## config.mk

```make
export PLATFORM = sky130hd
export DESIGN_NAME = keypad_emu
export DESIGN_NICKNAME = d
export VERILOG_FILES = /design/src/rtl/keypad_emu.sv
export SDC_FILE = /design/constraint.sdc
export NUM_CORES = 1
export LEC_CHECK = 0
export ABC_CLOCK_PERIOD_IN_PS = 2600
export CAP_MARGIN = 20
export CORE_MARGIN = 2
export CORE_UTILIZATION = 52
export CTS_BUF_LIST = sky130_fd_sc_hd__clkbuf_8
export DETAILED_ROUTE_END_ITERATION = 10
export HOLD_SLACK_MARGIN = 0.12
export PLACE_DENSITY = 0.82
export SYNTH_ARGS = -nofsm -noshare
export SYNTH_HDL_FRONTEND = slang
export SYNTH_SLANG_ARGS = --single-unit
```

## constraint.sdc

```tcl
create_clock -name clk -period 2.6 [get_ports clk]
set_input_delay 0.65 -clock clk [delete_from_list [all_inputs] [get_ports clk]]
set_output_delay 0.65 -clock clk [all_outputs]
set_load 0.02 [all_outputs]
```

## src/rtl/keypad_emu.sv

```systemverilog
// 4x4 matrix keypad emulator: answers active-low row strobes on col, key presses scheduled via valid/ready.
// Latency: col is registered, one clk after row/contact; contact and busy follow an accepted command by one clk.
// Backpressure: cmd_ready only while idle and out of reset. Define KEYPAD_EMU_BOUNCE_EN for LFSR contact chatter.
module keypad_emu #(
  parameter logic [15:0] BOUNCE_CYC = 16'd40,
  parameter logic [7:0]  LFSR_SEED  = 8'hA5
) (
  input  logic        clk,
  input  logic        rst,
  input  logic [3:0]  row,
  output logic [3:0]  col,
  input  logic        cmd_valid,
  output logic        cmd_ready,
  input  logic [3:0]  cmd_key,
  input  logic [15:0] cmd_hold,
  output logic        busy,
  output logic [15:0] contact
);

  typedef enum logic [1:0] {
    IDLE   = 2'd0,
    BNC_DN = 2'd1,
    HOLD   = 2'd2,
    BNC_UP = 2'd3
  } state_t;

  state_t      state;
  logic [3:0]  key_q;
  logic [15:0] cnt;
  logic [15:0] key_oh;
  logic [3:0]  col_nxt;
  logic        accept;

  function automatic logic [15:0] onehot(input logic [3:0] k);
    return 16'h0001 << k;
  endfunction

  // A zero hold still closes the contact for one cycle.
  function automatic logic [15:0] hold_m1(input logic [15:0] h);
    return (h == 16'd0) ? 16'd0 : h - 16'd1;
  endfunction

  assign cmd_ready = (state == IDLE) & ~rst;
  assign accept    = cmd_valid & cmd_ready;
  assign key_oh    = onehot(key_q);

`ifdef KEYPAD_EMU_BOUNCE_EN
  localparam logic [15:0] BNC_LEN = (BOUNCE_CYC == 16'd0) ? 16'd1 : BOUNCE_CYC;

  logic [7:0]  lfsr;
  logic [7:0]  lfsr_nxt;
  logic [15:0] hold_q;

  // Fibonacci taps 8,6,5,4 shifting toward the MSB.
  assign lfsr_nxt = {lfsr[6:0], lfsr[7] ^ lfsr[5] ^ lfsr[4] ^ lfsr[3]};
`endif

  always_comb begin
    col_nxt = 4'hF;
    for (int r = 0; r < 4; r++) begin
      for (int c = 0; c < 4; c++) begin
        if (!row[r] && contact[4*r+c]) col_nxt[c] = 1'b0;
      end
    end
  end

  always_ff @(posedge clk) begin
    if (rst) begin
      state   <= IDLE;
      busy    <= 1'b0;
      contact <= 16'h0000;
      col     <= 4'hF;
      cnt     <= 16'd0;
      key_q   <= 4'd0;
`ifdef KEYPAD_EMU_BOUNCE_EN
      lfsr    <= LFSR_SEED;
      hold_q  <= 16'd0;
`endif
    end else begin
      col <= col_nxt;
`ifdef KEYPAD_EMU_BOUNCE_EN
      if (state != IDLE) lfsr <= lfsr_nxt;
`endif
      case (state)
        IDLE: begin
          contact <= 16'h0000;
          if (accept) begin
            key_q <= cmd_key;
            busy  <= 1'b1;
`ifdef KEYPAD_EMU_BOUNCE_EN
            hold_q  <= cmd_hold;
            state   <= BNC_DN;
            cnt     <= BNC_LEN - 16'd1;
            contact <= onehot(cmd_key) & {16{lfsr[0]}};
`else
            state   <= HOLD;
            cnt     <= hold_m1(cmd_hold);
            contact <= onehot(cmd_key);
`endif
          end
        end

`ifdef KEYPAD_EMU_BOUNCE_EN
        BNC_DN: begin
          if (cnt == 16'd0) begin
            state   <= HOLD;
            cnt     <= hold_m1(hold_q);
            contact <= key_oh;
          end else begin
            cnt     <= cnt - 16'd1;
            contact <= key_oh & {16{lfsr_nxt[0]}};
          end
        end
`endif

        HOLD: begin
          if (cnt == 16'd0) begin
`ifdef KEYPAD_EMU_BOUNCE_EN
            state   <= BNC_UP;
            cnt     <= BNC_LEN - 16'd1;
            contact <= key_oh & {16{lfsr_nxt[0]}};
`else
            state   <= IDLE;
            busy    <= 1'b0;
            contact <= 16'h0000;
`endif
          end else begin
            cnt     <= cnt - 16'd1;
            contact <= key_oh;
          end
        end

`ifdef KEYPAD_EMU_BOUNCE_EN
        BNC_UP: begin
          if (cnt == 16'd0) begin
            state   <= IDLE;
            busy    <= 1'b0;
            contact <= 16'h0000;
          end else begin
            cnt     <= cnt - 16'd1;
            contact <= key_oh & {16{lfsr_nxt[0]}};
          end
        end
`endif

        default: begin
          state   <= IDLE;
          busy    <= 1'b0;
          contact <= 16'h0000;
        end
      endcase
    end
  end

endmodule

```

# [Word level (Yosys, flattened, before mapping)]
# Index checks and enable logic that the tools add are counted.
[totals] ff_bits=43 inputBits=27 output_inout_bits=22 word_cells=73
[classes] reduce_logical=27 muxes=29 shifts=2 bitwise_logic=3 addsub=2 n_eq_ne=4
[op_table] op="16-bit 2-to-1 mux" count=5
[op_table] op="16-bit one-hot mux with 2 select lines" count=2
[op_table] op="16-bit logical NOT" count=2
[op_table] op="1-bit by 4-bit << shifter with 16-bit output, first input constant" count=2
[op_table] op="16-bit by 1-bit subtractor with 16-bit output, second input constant" count=2
[op_table] op="1-bit 2-to-1 mux" count=18
[op_table] op="1-bit logical AND" count=16
[op_table] op="2-bit != test, second input constant" count=3
[op_table] op="1-bit logical NOT" count=4
[op_table] op="2-bit 2-to-1 mux" count=2
[op_table] op="2-bit one-hot mux with 2 select lines" count=1
[op_table] op="2-bit AND reduction" count=2
[op_table] op="3-bit AND reduction" count=1
[op_table] op="1-bit bitwise AND" count=2
[op_table] op="2-bit equality test, second input constant" count=1
[op_table] op="2-bit logical NOT" count=1
[op_table] op="1-bit one-hot mux with 2 select lines" count=1
[op_table] op="2-bit nonzero test" count=1
[op_table] op="1-bit NOT" count=1

# [Longest topological paths before layout]
[depth] word_depth=6 mapped_depth=9 ltp_nobuf=7

# [Worst setup path after synthesis]
# Ideal clock, no wire load.
[synth_path] kind="input to register" startpoint="input rst" endpoint="register cnt[14]" setup_ns=0.074 required_ns=2.526 path_slack_ns=0.493 arrival_ns=2.033 cell_stages=7 path_buffers=2 path_cell_list="nor2_1 -> nand2_1 -> clkbuf_1 -> a21oi_1 -> clkbuf_1 -> o21ai_0 -> a31oi_1"
[synth_via] elab_chain_cells=5
[synth_lines] item="from (decl)" line_no="9" source="input logic rst,"
[synth_lines] item="1-bit NOT" line_no="43" source="assign cmd_ready = (state == IDLE) & ~rst;"
[synth_lines] item="1-bit bitwise AND" line_no="43"
[synth_lines] item="1-bit bitwise AND" line_no="44" source="assign accept = cmd_valid & cmd_ready;"
[synth_lines] item="2-bit != test (no source line)"
[synth_lines] item="3-bit AND reduction (no source line)"
[synth_lines] item="to (signal assigned)" line_no="97" source="cnt <= hold_m1(cmd_hold);"
[synth_lines] item="to (signal assigned)" line_no="128" source="cnt <= cnt - 16'd1;"
[synth_lines] item="to (decl)" line_no="29" source="logic [15:0] cnt;"
# Several ways; a longest one is shown, not always the timed one.
# A chain may end at the register's enable or synchronous reset.

# [Worst setup path in the final report]
[layout_path] startpoint="input rst" endpoint="output cmd_ready"
[layout_via] elab_chain_cells=2
[layout_lines] item="1-bit NOT" line_no="43"
[layout_lines] item="1-bit bitwise AND" line_no="43"
[layout_lines] item="to (decl)" line_no="13" source="output logic cmd_ready,"
# Every way passes these cells.

==> impl_metrics.env <==
export IMPL_antenna_left=0
export IMPL_synth_seq_cells=41
export IMPL_drt_iter0_drc=198
export IMPL_yosysTopAreaCell="dfxtp_1"
export IMPL_core_area_um2=4290
export IMPL_gp_congestion=0.984
export IMPL_drive_above_1_share=0.0862
export IMPL_yosysMostFrequentCell="dfxtp_1"
export IMPL_tns_ns=0
export IMPL_reg2reg_from="cnt[10]"
export IMPL_wl_per_cell_um=15.1
export IMPL_required_ns=1.95
export IMPL_placed_cell_area_um2=2870
export IMPL_clock_latency_ns=0.30
export IMPL_p_per_area_nw_per_um2=548
export IMPL_worstSetupStartpointType="primary input"
export IMPL_slew_violations=0
export IMPL_hold_viol=0
export IMPL_slew_headroom=0.666
export IMPL_grt_pass1_wl_um=10300
export IMPL_setup_viol_count_final=0
export IMPL_finClkSkew_ns=0.00721
export IMPL_overflow=0
export IMPL_dieArea_um2=4910
export IMPL_clk_pin_slew_ns=0.07
export IMPL_fmax_mhz=396
export IMPL_ys_types=45
export IMPL_hpwl_um=4560
export IMPL_synth_avg_cell_area_um2=7.80
export IMPL_synth_edff_count=0
export IMPL_dp_slack_ns=0.0908
export IMPL_tritoncts="built"
export IMPL_syn_num_nets=321
export IMPL_max_slew_worst_pin_slew_ns=0.499
export IMPL_met2_usage=0.406
export IMPL_post_route_drc_count=0
export IMPL_dr_pass1_iters=5
export IMPL_final_util=0.691
export IMPL_vdd_drop_max_v=0.000510
export IMPL_cts_resized=0
export IMPL_status="finished clean"
export IMPL_startpoint="rst"
export IMPL_period_needed_ns=2.52
export IMPL_htree_levels=2
export IMPL_die_w_um=70.1
export IMPL_die_y_um=70.1
export IMPL_wl_um=6050
export IMPL_cp_data_arrival_time_ns=1.87
export IMPL_cp_end_kind="output port"
export IMPL_hp_start="cnt[9]"
export IMPL_io_buffers=48
export IMPL_grt_usage=0.256
export IMPL_row_count=24
export IMPL_area_growth_pct=30.7
export IMPL_crit_type="in -> out"
export IMPL_p_leak_uw=0.00101
export IMPL_top_usage_layer="met2"
export IMPL_grt_antenna_before_repair=0
export IMPL_rsz0062_at_grt="false"
export IMPL_diodes=0
export IMPL_fin_nets=378
export IMPL_ys_flop_type="dfxtp_1"
export IMPL_maxCapViolations=0
export IMPL_crit_fanout=3
export IMPL_num_vias=2389
export IMPL_cts_root_buf="clkbuf_8"
export IMPL_synth_area_leaders="dfxtp_1 (36%), o22ai_1 (6.6%), nand2_1 (5.1%), a21oi_1 (4.4%), o21ai_0 (4.0%)"
export IMPL_met1_usage=0.354
export IMPL_synth_top_area_frac=0.361
export IMPL_synthArstFlopShare=0
export IMPL_stdcell_area_um2=2970
export IMPL_ys_warnings_count=0
export IMPL_clock_path_buffers=2
export IMPL_seqCellArea_um2=821
export IMPL_vias_per_cell=5.97
export IMPL_cts_hold_buf=0
export IMPL_timing_final_ws_setup_ns=0.0768
export IMPL_fill_cells=350
export IMPL_start_util=0.529
export IMPL_clkSinkCount=41
export IMPL_ys_seq_area_frac=0.361
export IMPL_period_share=0.970
export IMPL_ios=49
export IMPL_grt_pass1_vias=2150
export IMPL_synth_common_cells="dfxtp_1 (41), nand2_1 (31), o22ai_1 (24), inv_1 (22), a21oi_1 (20)"
export IMPL_use_met3=0.0534
export IMPL_numCtsBuffers=5
export IMPL_syn_inst=291
export IMPL_syn_area_um2=2270
export IMPL_multi_input_area_um2=1310
export IMPL_hp_class="reg -> reg"
export IMPL_post_cts_buffers=0
export IMPL_grt_max_degree=25
-- area by class of cell --
type,instances,share of cell area
sequential,41,0.276
tap,52,0.0219
clock inverter,2,0.0118
inverter,22,0.0278
multi-input combinational,216,0.442
timing repair buffer,62,0.197
clock buffer,5,0.0232
-- sequential cells by signal (all words and copies together), names as in the netlist --
signal and count:
col 4, busy 1, key_q 4, contact 16
cnt 16
-- kinds of logic (layout without fill, tap and decap cells) --
family / count (synthesis) / after routing / synth area share
AOI/OAI and AO/OA: 90 / 90 / 0.244
xor gates and xnor gates: 9 / 9 / 0.0347
adders and majority gates: 3 / 3 / 0.0165
buffers and inverters: 34 / 91 / 0.0612
DFF: 41 / 41 / 0.361
muxes: 1 / 1 / 0.00496
and+or+nand+nor: 113 / 113 / 0.277
-- per-layer routing --
metal	vias up	part of all wire
met2	86	0.48
met1	1108	0.46
met5	-	0
li1	1185	-
met3	10	0.055
met4	0	0.013
-- worst paths after layout --
| check | to | slack, ns | depth (start not counted) |
|---|---|---|---|
| worst min-delay path | cnt[9] | 0.50 | 2 |
| worst max-delay path | cmd_ready | 0.08 | 3 |
| worst max register to register | cnt[13] | 0.37 | 5 |
| worst min register to register | cnt[9] | 0.50 | 2 |
-- through the flow --
step / power, µW / hold WS (ns) / std cells
after global placement: 1120 / 0.480 / 393
after CTS: 1620 / 0.505 / 400
after detailed placement: 1130 / 0.486 / 393
final: 1630 / 0.503 / 400
after floorplan: 984 / 0.458 / 291
after global routing: 1700 / 0.533 / 400
-- critical path, cell delays in order --
cell             delay [ns]
clkdlybuf4s50_1        0.42
nor2_1                 0.16
clkdlybuf4s50_1        0.64
-- where the power goes --
part           internal [µW]  switching, µW  total (µW)
logic                    183            242         425
registers                663           39.8         703
clock network            279            220         499
-- cells in the final DEF (no fill, tap or decap), drive strengths merged, types with 2 or more instances in the layout --
cell type / instances
o21ai: 20
nand3: 6
o21a: 3
nor2b: 4
nand2b: 4
a21oi: 20
nand4b: 6
a22oi: 3
nand3b: 4
nor4: 13
or3: 9
or2: 3
clkdlybuf4s50: 48
nand2: 31
ha: 3
and2: 2
or4: 3
clkbuf: 5
a31oi: 6
xnor2: 7
nor3: 8
nor2: 15
nand4: 2
o31a: 2
dfxtp: 41
a2bb2oi: 4
xor2: 2
buf: 14
o22ai: 24
inv: 22
a211oi: 3
o31ai: 2
Power figures use the tool's default switching activity.
